$ cat src/rtl/cla_nibble_sequencer.sv
// Multi-cycle add/subtract controller that time-shares one external 4-bit
// carry-lookahead slice, one nibble per cycle, LSB first.
module cla_nibble_sequencer #(
  parameter int WIDTH = 16
) (
  input  logic             clk,
  input  logic             reset,
  input  logic             start,
  input  logic             sub,
  input  logic             cin,
  input  logic [WIDTH-1:0] op_a,
  input  logic [WIDTH-1:0] op_b,
  output logic             busy,
  output logic             done,
  output logic [WIDTH-1:0] result,
  output logic             cout,
  output logic             overflow,
  output logic [3:0]       slice_a,
  output logic [3:0]       slice_b,
  output logic             slice_cin,
  input  logic [3:0]       slice_sum,
  input  logic             slice_cout
);

  localparam int NIBBLES = WIDTH / 4;
  localparam int IDX_W   = (NIBBLES > 1) ? $clog2(NIBBLES) : 1;
  localparam logic [IDX_W-1:0] LAST_IDX = IDX_W'(NIBBLES - 1);

  if (((WIDTH % 4) != 0) || (WIDTH < 8)) begin : g_bad_width
    $error("cla_nibble_sequencer: WIDTH must be a multiple of 4 and >= 8");
  end

  typedef enum logic [1:0] {
    ST_IDLE = 2'd0,
    ST_RUN  = 2'd1,
    ST_DONE = 2'd2
  } state_e;

  state_e             state_r;
  logic [IDX_W-1:0]   idx_r;
  logic               carry_r;
  logic [WIDTH-1:0]   a_r;
  logic [WIDTH-1:0]   b_r;
  logic [WIDTH-1:0]   result_r;
  logic               busy_r;
  logic               done_r;
  logic               cout_r;
  logic               overflow_r;
  logic               accept_s;
  logic [IDX_W+1:0]   base_s;
  logic [3:0]         slice_a_s;
  logic [3:0]         slice_b_s;
  logic               slice_cin_s;

  // A request is only taken when no operation is in flight.
  assign accept_s = start && ((state_r == ST_IDLE) || (state_r == ST_DONE));
  assign base_s   = {idx_r, 2'b00};

  // Present the current nibble pair and inter-nibble carry to the slice; quiet outside RUN.
  always_comb begin
    slice_a_s   = 4'd0;
    slice_b_s   = 4'd0;
    slice_cin_s = 1'b0;
    if (state_r == ST_RUN) begin
      slice_a_s   = a_r[base_s +: 4];
      slice_b_s   = b_r[base_s +: 4];
      slice_cin_s = carry_r;
    end else begin
      slice_a_s   = 4'd0;
      slice_b_s   = 4'd0;
      slice_cin_s = 1'b0;
    end
  end

  // Sequencer FSM: operand capture, per-nibble accumulation and flag generation.
  always_ff @(posedge clk) begin
    if (reset) begin
      state_r    <= ST_IDLE;
      idx_r      <= '0;
      carry_r    <= 1'b0;
      a_r        <= '0;
      b_r        <= '0;
      result_r   <= '0;
      busy_r     <= 1'b0;
      done_r     <= 1'b0;
      cout_r     <= 1'b0;
      overflow_r <= 1'b0;
    end else if (accept_s) begin
      // Subtraction is a + ~b + 1, so the +1 rides in on the initial carry.
      a_r        <= op_a;
      b_r        <= sub ? ~op_b : op_b;
      carry_r    <= sub ? 1'b1 : cin;
      idx_r      <= '0;
      result_r   <= '0;
      cout_r     <= 1'b0;
      overflow_r <= 1'b0;
      busy_r     <= 1'b1;
      done_r     <= 1'b0;
      state_r    <= ST_RUN;
    end else begin
      case (state_r)
        ST_IDLE: begin
          busy_r <= 1'b0;
          done_r <= 1'b0;
        end
        ST_RUN: begin
          result_r[base_s +: 4] <= slice_sum;
          carry_r               <= slice_cout;
          idx_r                 <= idx_r + {{(IDX_W-1){1'b0}}, 1'b1};
          if (idx_r == LAST_IDX) begin
            state_r    <= ST_DONE;
            busy_r     <= 1'b0;
            done_r     <= 1'b1;
            cout_r     <= slice_cout;
            // slice_sum[3] is the result MSB being written on this edge.
            overflow_r <= (a_r[WIDTH-1] == b_r[WIDTH-1]) && (slice_sum[3] != a_r[WIDTH-1]);
          end else begin
            state_r <= ST_RUN;
          end
        end
        ST_DONE: begin
          state_r <= ST_IDLE;
          done_r  <= 1'b0;
        end
        default: begin
          state_r <= ST_IDLE;
          busy_r  <= 1'b0;
          done_r  <= 1'b0;
        end
      endcase
    end
  end

  assign busy      = busy_r;
  assign done      = done_r;
  assign result    = result_r;
  assign cout      = cout_r;
  assign overflow  = overflow_r;
  assign slice_a   = slice_a_s;
  assign slice_b   = slice_b_s;
  assign slice_cin = slice_cin_s;

endmodule
$ cat config.mk
export PLATFORM = sky130hd
export DESIGN_NAME = cla_nibble_sequencer
export DESIGN_NICKNAME = d
export VERILOG_FILES = /design/src/rtl/cla_nibble_sequencer.sv
export SDC_FILE = /design/constraint.sdc
export NUM_CORES = 1
export LEC_CHECK = 0
export ABC_CLOCK_PERIOD_IN_PS = 2000
export CORE_ASPECT_RATIO = 1.1
export CORE_MARGIN = 2
export CORE_UTILIZATION = 43
export DETAILED_ROUTE_END_ITERATION = 10
export PLACE_DENSITY = 0.78
export SLEW_MARGIN = 25
export SYNTH_ARGS = -nofsm -noshare
export SYNTH_HDL_FRONTEND = slang
export SYNTH_SLANG_ARGS = --single-unit
$ cat constraint.sdc
create_clock -name clk -period 2 [get_ports clk]
set_clock_uncertainty 0.15 [all_clocks]
set_input_delay 0.3 -clock clk [delete_from_list [all_inputs] [get_ports clk]]
set_output_delay 0.3 -clock clk [all_outputs]
set_load 0.005 [all_outputs]
==> results of run 1 <==
sequential cells by signal (all words and copies together), names as in the netlist, 2 cells and up:
| name | cells |
|---|---|
| a_r | 16 |
| b_r | 16 |
| idx_r | 2 |
| result | 16 |
| state_r | 2 |
synthesized netlist by cell type:
cell type,n,area [um2]
nor4_4,1,21.27
and2b_1,1,7.510
or4b_1,1,10.01
a32o_1,15,150.1
nor2_1,20,75.07
nand2_1,37,138.9
clkbuf_1,6,22.52
buf_1,2,7.510
nor3_2,1,10.01
o21a_1,1,7.510
o32ai_1,1,8.760
buf_4,2,15.01
a31oi_1,1,6.260
nor2b_1,1,6.260
ha_1,6,75.07
nand2b_1,6,37.54
and3b_1,4,35.03
dfxtp_1,57,1141
a21oi_1,22,110.1
nor2b_2,1,8.760
nor3_1,7,35.03
buf_2,7,35.03
xnor2_1,16,140.1
nand3_1,2,10.01
and2_1,9,56.30
nand3b_1,4,30.03
nor3b_1,1,7.510
a211oi_1,17,127.6
nor4b_2,1,15.01
nor4_1,1,6.260
buf_6,2,22.52
mux4_2,8,180.2
inv_1,2,7.510
logic make-up after synthesis:
group           Yosys count  synth area share [%]
fa+ha+maj                 6                 2.924
buf+inv                  21                 4.288
simple gates             98                 19.88
compound gates           57                 15.98
mux                       8                 7.017
flops                    57                 44.44
xor+xnor                 16                 5.458
report_power, final:
group / internal (W) / switching, W
registers: 0.00119 / 0.0000334
logic: 0.000259 / 0.000204
clock network: 0.000441 / 0.000429
total: 0.00189 / 0.000666
cells in the final DEF, fill, tap and decap left out, types with 2 or more instances in the layout:
master / count
a21oi_1: 22
nor4_4: 2
nand3_1: 2
clkdlybuf4s50_1: 61
buf_12: 2
dfxtp_1: 56
nor3_1: 4
buf_2: 2
a211oi_1: 17
clkbuf_1: 3
and2_1: 3
ha_1: 4
nand2b_1: 5
clkbuf_8: 9
a32o_1: 15
nor2_1: 20
nand3b_1: 4
mux4_2: 8
and3b_1: 4
nor3_4: 3
buf_6: 12
clkinv_2: 4
buf_4: 18
nand2_1: 37
ha_4: 2
xnor2_1: 16
and2_4: 6
per-stage QoR:
step | total power [W] | util (%) | setup TNS [ps] | setup slack (ps)
6_report | 0.002561 | 65.30 | -268.1 | -85.88
5_1_grt | 0.002672 | 65.30 | -750.7 | -134.0
4_1_cts | 0.002559 | 64.32 | -353.3 | -89.08
3_5_place_dp | 0.001673 | 60.03 | -1438 | -165.3
3_3_place_gp | 0.001662 | 60.03 | -1196 | -147.5
2_1_floorplan | 0.001483 | - | 0 | 54.81
cell type report:
type	instances	area, um2
fill	477	2002
multi-input combinational	185	1421
sequential	57	1145
timing repair buffer	96	939.7
clock buffer	12	135.1
tap	77	96.34
clock inverter	4	20.02
inverter	2	10.01
layer usage:
metal	global-route usage [%]	wire length [um]	part of all wire [%]	vias up
li1	-	-	-	1116
met1	21.46	2538	42	1054
met2	35.34	3173	52	67
met3	4.787	311	5.1	9
met4	6.818	82	1.3	0
met5	0	0	0	-
worst max-delay path: cells and delay by family (launching register included):
kind	cells	cell delay, ps
buffers and inverters	3	310
multiplexers	1	480
AND/OR/NAND/NOR	1	150
flip-flops	1	370
what timing repair did:
action,4_1_cts,5_1_grt
gates resized for setup,58,9
setup endpoints to repair,16,23
pin swaps,11,6
buffers inserted,5,0
path summary, 6_finish.rpt:
kind	start	to	slack [ps]	depth (start not counted)
max	idx_r[0]	slice_b[0]	-90	5
min	a_r[4]	a_r[4]	300	2
max reg2reg	idx_r[0]	result[10]	-40	8
min reg2reg	a_r[4]	a_r[4]	300	2
==> metrics.md, run 1 <==
| Metric | Value |
|---|---|
| Fin crit share | `104.3%` |
| CP dominant cell by count | `buf_6` |
| Root Driver | `clkbuf_8` |
| First-pass GRT wire length | `10020 um` |
| Failing checks | `negative setup slack` |
| Number of nets in the layout | `399` |
| Status | `complete, but fails checks` |
| Share of layout cells above drive strength 1 | `21.07%` |
| Critical path capture point type | `output port` |
| CTS max path bufs | `2` |
| Post-DP Area | `around 3500 um2` |
| Placer congestion estimate | `around 0.8` |
| DR vias | `roughly 2200` |
| CP max FO | `3` |
| Port bufs | `70` |
| Hold_ws | `303.3 ps` |
| DP HPWL | `about 4300 um` |
| RSZ-0062 raised after global routing | `yes` |
| Worst-path clk slew | `60 ps` |
| Syn Std Cell Area | `2567 um2` |
| YS warnings | `0` |
| Ports | `71` |
| Worst Hold Class | `register to register` |
| # diodes | `0` |
| DRC | `0` |
| Rel. slew slack | `between 70% and 80%` |
| Die W | `a little under 80 um` |
| Total GRT Usage | `roughly a fifth` |
| Seq/Total Area, Yosys | `between 40 and 50%` |
| Starting DRT DRC Count | `94` |
| Final Hold Fails | `0` |
| CP arrival | `between 1500 and 2000 ps` |
| Die Y | `around 85 um` |
| Post-route cell area | `3767 um2` |
| Finished Layout Cells | `between 400 and 500` |
| Critical Path, Cell by Cell | `buf_6 > buf_6 > mux4_2 > and2_4 > buf_6` |
| Antenna viol nets, final | `0` |
| Peak supply drop | `0.4754 mV` |
| Site Rows | `29` |
| Final min period | `between 2000 and 2500 ps` |
| Startpoint types | `register` |
| DRT Pass-1 Iters | `4` |
| Hold buffers post-CTS | `0` |
| Core ar. | `between 5000 and 6000 um2` |
| Vias in the first global route | `between 2000 and 2500` |
| Count of different cell masters after synthesis | `33` |
| Die area | `between 6000 and 7000 um2` |
| Total CTS buffers | `9` |
| Initial Utilization | `44.50%` |
| Max-Cap Viols | `0` |
| Placed cell count | `412` |
| Final WL | `6106 um` |
| Least-Margin Pin Slew | `around 430 ps` |
| Max Fclk | `~480 MHz` |
| CP max-delay cell | `mux4_2` |
| Clk_lat worst skew | `~330 ps` |
| CP Class | `register to output port` |
| WP data required | `~1600 ps` |
| Pleak | `around 1.4 nW` |
| Setup WS post-layout | `-85.88 ps` |
| Avg WL per Cell | `approximately 14 um` |
| Mean Syn Cell Area | `between 9 and 10 um2` |
| Area Overhead vs Synth | `46.73%` |
| Antenna violations before repair | `0` |
| Final setup violation count | `9` |
| Pins Over Slew Limit | `0` |
| Vias per cell | `~5.2` |
| Syn Inst Count | `263` |
| Pin count of the biggest net entering global routing | `49` |
| H-Tree Depth | `3` |
| Largest stage delay on the critical path | `480 ps` |
| Pwr/cell area | `roughly 680 nW/um2` |
| Clock sink count | `57` |
| GR Overflow Total | `0` |
| Syn Nets | `just over 300` |
| Yosys reg bits | `57` |
| CTS tree | `yes` |
Power figures use the tool's default switching activity.
==> inputs of run 2 (changes only) <==
CORE_MARGIN = 5   (was 2)
==> run 2 against run 1 <==
The flow still finishes with violations (negative setup slack); flip-flop and latch count unchanged; critical path depth stayed put; global-route usage fell by 2.3 points; non-clock buffer count rose by 2; core utilization rose by 0.066 points; fmax down 1.3%; first-iteration DRC count down 7.4%; combinational power grew 3%; cell count is 0.46% higher; sequential share of layout area fell by 0.22 points; hold slack lost 3.9 ps; total power rose by 0.30%.
==> metrics.md, run 2 (same netlist as run 1, synthesis figures left out) <==
| Metric | Value |
|---|---|
| Die W | `83.68 um (+7.7%)` |
| Clock sink count | `57 (unchanged)` |
| Peak supply drop | `0.3976 mV (-16%)` |
| CP arrival | `1660 ps (+20 ps)` |
| Final Hold Fails | `0 (unchanged)` |
| Pint | `0.001902 W (+0.41%)` |
| Die area | `7618 um2 (+15%)` |
| Vias per cell | `5.195 (+0.16%)` |
| DP HPWL | `4393 um (+3.1%)` |
| Max-Cap Viols | `0 (unchanged)` |
| Failing checks | `negative setup slack` |
| Critical R2R Capture | `result[9]` |
| Psw | `0.0006661 W (about the same)` |
| H-Tree Depth | `3 (unchanged)` |
| # diodes | `0 (unchanged)` |
| Clk_lat worst skew | `330 ps (about the same)` |
| Startpoint types | `register` |
| Vias in the first global route | `2276 (+1.0%)` |
| Pin count of the biggest net entering global routing | `50 (+2.0%)` |
| Fin crit share | `105.6% (+1.3 points)` |
| Final core occ | `65.37% (+0.066 points)` |
| CTS max path bufs | `2 (unchanged)` |
| Commonest non-fill, non-tap cell in the layout | `clkdlybuf4s50_1` |
| R2R Setup Slk | `-60 ps (-20 ps)` |
| Final WL | `6371 um (+4.3%)` |
| Place WS | `-205.2 ps (-39.87 ps)` |
| Design Power | `0.002568 W (+0.30%)` |
| Status | `complete, but fails checks` |
| Critical path capture point type | `output port` |
| Final min period | `2112 ps (+26.54 ps)` |
| Critical Path End | `slice_a[0]` |
| Least-Margin Pin Slew | `351.2 ps (-76.44 ps)` |
| Sequential share of power | `47.8% (-0.2 points)` |
| Pwr/cell area | `676.8 nW/um2 (-0.43%)` |
| Comb power frac | `18.5% (+0.4 points)` |
| Post-DP Area | `3448 um2 (-0.43%)` |
| Antenna viol nets, final | `0 (unchanged)` |
| Initial Utilization | `44.22% (-0.28 points)` |
| Switching part of the total | `25.93% (-0.081 points)` |
| Filler cells | `476 (-0.21%)` |
| Avg WL per Cell | `14.65 um (+3.9%)` |
| DR vias | `2260 (+0.62%)` |
| Total CTS buffers | `9 (unchanged)` |
| First-pass GRT wire length | `10490 um (+4.8%)` |
| Total GRT Usage | `16.93% (-2.3 points)` |
| Max Fclk | `473.4 MHz (-1.3%)` |
| Ports | `71 (unchanged)` |
| Worst Hold Class | `register to register` |
| Antenna violations before repair | `0 (unchanged)` |
| WP data required | `1550 ps (about the same)` |
| Hold buffers post-CTS | `0 (unchanged)` |
| CP max FO | `3 (unchanged)` |
| Rel. slew slack | `76.40% (+5.0 points)` |
| RSZ-0062 raised after global routing | `yes` |
| Core ar. | `5806 um2 (+0.63%)` |
| Die Y | `91.05 um (+7.1%)` |
| CP startpoint | `idx_r[0]` |
| Share of layout cells above drive strength 1 | `21.79% (+0.72 points)` |
| Pleak | `1.424 nW (+2.5%)` |
| Final setup violation count | `10 (+1)` |
| Post-route cell area | `3795 um2 (+0.73%)` |
| Port bufs | `70 (unchanged)` |
| Hold_ws | `299.4 ps (-3.921 ps)` |
| Worst-path clk slew | `60 ps (about the same)` |
| Root Driver | `clkbuf_8` |
| GR Overflow Total | `0 (unchanged)` |
| Starting DRT DRC Count | `87 (-7.4%)` |
| R2r worst-path depth | `8 (unchanged)` |
| Site Rows | `29 (unchanged)` |
| Crit Reg-Reg Startpoint | `idx_r[0]` |
| Clk pwr share | `33.8% (-0.2 points)` |
| Number of nets in the layout | `401 (+0.50%)` |
| DRT Pass-1 Iters | `4 (unchanged)` |
| Setup WS post-layout | `-112.4 ps (-26.54 ps)` |
| CP Class | `register to output port` |
| Area Overhead vs Synth | `47.81%` |
| Most frequent cells in the layout | `61 x clkdlybuf4s50_1, 56 x dfxtp_1, 37 x nand2_1` |
| DRC | `0 (unchanged)` |
| Placer congestion estimate | `0.7585 (-4.8%)` |
| CTS tree | `yes` |
| Pins Over Slew Limit | `0 (unchanged)` |
-- run 2: final cells by class --
type                    instances  area [um2]  area share (%)
multi-input cells             185        1423           37.49
flip-flops and latches         57        1145           30.17
repair buffers                 98       963.4           25.39
clock buffers                  12       135.1           3.561
well taps                      77       96.34           2.539
clock inverters                 4       20.02          0.5275
inverters                       2       12.51          0.3297
-- run 2: worst min-delay path by stage --
stage                 start       to  cells past startpoint
CTS                 a_r[10]  a_r[10]                      2
global placement    a_r[13]  a_r[13]                      2
global route         a_r[2]   a_r[2]                      2
floorplan           a_r[10]  a_r[10]                      2
detailed placement  a_r[10]  a_r[10]                      2
finish              a_r[10]  a_r[10]                      2
-- run 2: per-layer routing --
metal / GRT usage [%] / vias up / wire (um)
li1: - / 1123 / -
met1: 19.19 / 1064 / 2568
met2: 30.97 / 66 / 3386
met3: 4.434 / 7 / 354
met4: 5.228 / 0 / 62
met5: 0 / - / 0
-- run 2: power by group through the flow --
| stage | clock (W) | sequential [W] | combinational [W] |
|---|---|---|---|
| floorplan | 0 | 0.00125 | 0.000237 |
| global placement | 0 | 0.00125 | 0.000404 |
| detailed placement | 0 | 0.00126 | 0.000414 |
| finish | 0.000867 | 0.00123 | 0.000475 |
| global route | 0.000936 | 0.00123 | 0.000517 |
| CTS | 0.000890 | 0.00123 | 0.000454 |
-- run 2: worst max-delay path, stage by stage, from the launching register on --
cell and delay [ps]:
dfxtp_4 370, buf_6 120, buf_6 110, mux4_2 480, and2_4 150, buf_6 110
-- run 2: stage by stage --
step | TNS, ps | cells
CTS | -738.9 | 432
floorplan | 0 | 263
global placement | -1645 | 410
finish | -411.8 | 435
detailed placement | -2105 | 410
global route | -1024 | 435
-- run 2: what timing repair did --
item	in CTS	in global routing
setup endpoints to repair	16	24
buffers inserted	6	3
pin swaps	9	6
gates resized for setup	56	12
==> inputs of run 3 (changes only) <==
ABC_AREA = 1   (was unset)
CORE_UTILIZATION = 44   (was 43)
PLACE_DENSITY = 0.79   (was 0.78)
==> run 3 against run 2 <==
The flow now finishes without violations; die area increased by 1.1%; count of clock-buffer cells in the layout decreased by 3; critical path type unchanged; register-to-register slack improved by 310 ps; combinational power decreased by 1%; routed wire length increased by 2.8%; synthesized cell count increased by 38%.
==> metrics.md, run 3 <==
| Metric | Value |
|---|---|
| Final Hold Fails | `0 (unchanged)` |
| Yosys reg bits | `57 (unchanged)` |
| Finished Layout Cells | `522 (+20%)` |
| CTS tree | `yes` |
| Pleak | `1.456 nW (+2.2%)` |
| WP data required | `1550 ps (about the same)` |
| Placed cell count | `504 (+23%)` |
| Starting DRT DRC Count | `139 (+60%)` |
| Total GRT Usage | `17.46% (+0.53 points)` |
| Final setup violation count | `0 (-10)` |
| Total CTS buffers | `9 (unchanged)` |
| Switching part of the total | `26.46% (+0.53 points)` |
| Critical path capture point type | `output port` |
| Number of nets in the layout | `488 (+22%)` |
| Clk_lat worst skew | `340 ps (about the same)` |
| Ys async rst share | `0% (unchanged)` |
| Port bufs | `70 (unchanged)` |
| Top cell type by total area after synthesis | `dfxtp_1` |
| Worst Hold Class | `register to register` |
| Vias per cell | `4.946 (-4.8%)` |
| Site Rows | `29 (unchanged)` |
| Count of different cell masters after synthesis | `26 (-21%)` |
| Share of layout cells above drive strength 1 | `11.01% (-11 points)` |
| Clk pwr share | `40.9% (+7.1 points)` |
| Fin crit share | `95.45% (-10 points)` |
| Syn Nets | `410 (+32%)` |
| Ports | `71 (unchanged)` |
| Placer congestion estimate | `0.8615 (+14%)` |
| Syn Inst Count | `362 (+38%)` |
| Post-synth EDFFs | `0 (unchanged)` |
| Synth top area share | `42.88% (-1.6 points)` |
| Post-route cell area | `3670 um2 (-3.3%)` |
| Avg WL per Cell | `12.54 um (-14%)` |
| Post-synth top cells | `81 x nor2_1, 57 x dfxtp_1, 47 x o21ai_0` |
| Pins Over Slew Limit | `0 (unchanged)` |
| Max-Cap Viols | `0 (unchanged)` |
| Top post-synthesis cells by area | `dfxtp_1 43%, nor2_1 11%, o21ai_0 8.8%` |
| Seq/Total Area, Yosys | `42.88% (-1.6 points)` |
| Final WL | `6547 um (+2.8%)` |
| Most frequent cells in the layout | `81 x nor2_1, 62 x clkdlybuf4s50_1, 56 x dfxtp_1` |
| DP HPWL | `4709 um (+7.2%)` |
| CP max FO | `10 (+7)` |
| DRC | `0 (unchanged)` |
| # diodes | `0 (unchanged)` |
| DR vias | `2582 (+14%)` |
| Sequential share of power | `42.9% (-4.9 points)` |
| YS warnings | `0 (unchanged)` |
| CP arrival | `1460 ps (-200 ps)` |
| First-pass GRT wire length | `11120 um (+6.0%)` |
| Top-count cell post-synth | `nor2_1` |
| Startpoint types | `register` |
| GR Overflow Total | `0 (unchanged)` |
| Commonest non-fill, non-tap cell in the layout | `nor2_1` |
| Die W | `84.15 um (+0.57%)` |
| Antenna viol nets, final | `0 (unchanged)` |
| DRT Pass-1 Iters | `4 (unchanged)` |
| Setup TNS Final | `0 ps (+411.8 ps)` |
| Most common flop cell mapped by yosys | `dfxtp_1` |
| Die area | `7705 um2 (+1.1%)` |
| Least-Margin Pin Slew | `298.4 ps (-52.87 ps)` |
| Pin count of the biggest net entering global routing | `49 (-2.0%)` |
| Rel. slew slack | `79.96% (+3.6 points)` |
| Pint | `0.002132 W (+12%)` |
| Initial Utilization | `45.56% (+1.3 points)` |
| Psw | `0.0007670 W (+15%)` |
| Filler cells | `523 (+9.9%)` |
| H-Tree Depth | `3 (unchanged)` |
| Clock sink count | `57 (unchanged)` |
| Core ar. | `5842 um2 (+0.62%)` |
| Final core occ | `62.82% (-2.5 points)` |
| Hold buffers post-CTS | `0 (unchanged)` |
| CTS max path bufs | `2 (unchanged)` |
| Post-DP Area | `3447 um2 (about the same)` |
| Pwr/cell area | `789.9 nW/um2 (+17%)` |
| Area Overhead vs Synth | `37.89%` |
| Mean Syn Cell Area | `7.352 um2 (-25%)` |
| RSZ-0062 raised after global routing | `no` |
| Syn Std Cell Area | `2661 um2 (+3.7%)` |
| Status | `finished, final reports clean` |
| Peak supply drop | `0.7173 mV (+80%)` |
| CP Class | `register to output port` |
| Vias in the first global route | `2584 (+14%)` |
| Final min period | `1909 ps (-203.3 ps)` |
| Comb power frac | `16.2% (-2.3 points)` |
| Root Driver | `clkbuf_8` |
| Place WS | `30.53 ps (+235.7 ps)` |
| Die Y | `91.57 um (+0.57%)` |
| Antenna violations before repair | `0 (unchanged)` |
| Max Fclk | `523.8 MHz (+11%)` |
| Worst-path clk slew | `70 ps (about the same)` |
| Setup WS post-layout | `90.93 ps (+203.3 ps)` |
run 3: cell types whose count changed after synthesis, sizes merged, moves of 6 or more:
cell    change
a32o       -15
nand2b      -6
nand2       +9
inv        +20
and2        -9
mux4        -8
nand3       +7
nor2       +62
a211oi     -17
a21oi      +22
o21ai      +51
run 3: area by class of cell:
type                    instances  area [um2]  share of cell area, %
multi-input cells             262        1304                  35.53
flip-flops and latches         57        1145                  31.20
clock inverters                 7       95.09                  2.591
clock buffers                   9       123.9                  3.375
repair buffers                 85       800.8                  21.82
inverters                      25       105.1                  2.864
well taps                      77       96.34                  2.625
run 3: worst max-delay path: stages (launching register included):
cell and delay, ps:
dfxtp_1 400, buf_4 210, o211ai_1 130, a21oi_1 140
dlygate4sd2_1 250
run 3: worst paths after layout:
kind               from         end  slack [ps]  depth (start not counted)
max            idx_r[1]  slice_a[3]          90                          4
min          result[15]  result[15]         320                          2
max reg2reg    idx_r[1]  result[14]         250                          8
min reg2reg  result[15]  result[15]         320                          2
run 3: power groups by stage:
stage / logic (W) / registers, W / clock network, W
floorplan: 0.000285 / 0.00126 / 0
global placement: 0.000461 / 0.00126 / 0
detailed placement: 0.000469 / 0.00127 / 0
CTS: 0.000472 / 0.00124 / 0.00120
global route: 0.000525 / 0.00125 / 0.00125
finish: 0.000469 / 0.00124 / 0.00119
run 3: through the flow:
stage          hold slack, ps  total power, W
4_1_cts                 316.3        0.002916
5_1_grt                 343.5        0.003027
6_report                317.4        0.002899
3_5_place_dp            306.1        0.001737
2_1_floorplan           219.1        0.001546
3_3_place_gp            304.9        0.001726
run 3: cell families (layout without fill, tap and decap cells):
group           after synthesis  after routing  share of synthesized area, %
flops                        57             57                         42.88
fa+ha+maj                     6              6                         2.821
xor+xnor                     16             16                         5.265
compound gates               97             97                         18.57
buf+inv                      43            126                         8.321
simple gates                143            143                         22.14
run 3: routing by layer:
metal / routed length (um) / track usage (%)
met1: 2768 / 19.09
met2: 3253 / 30.99
met3: 448 / 5.792
met4: 78 / 6.836
met5: 0 / 0
run 3: timing repair:
action | in CTS | in global routing
pin swaps | 4 | 5
gates cloned | 0 | 0
setup endpoints to repair | 9 | 7
endpoints found under the hold margin | 0 | 0
gates resized for setup | 14 | 15
setup buffers | 2 | 0
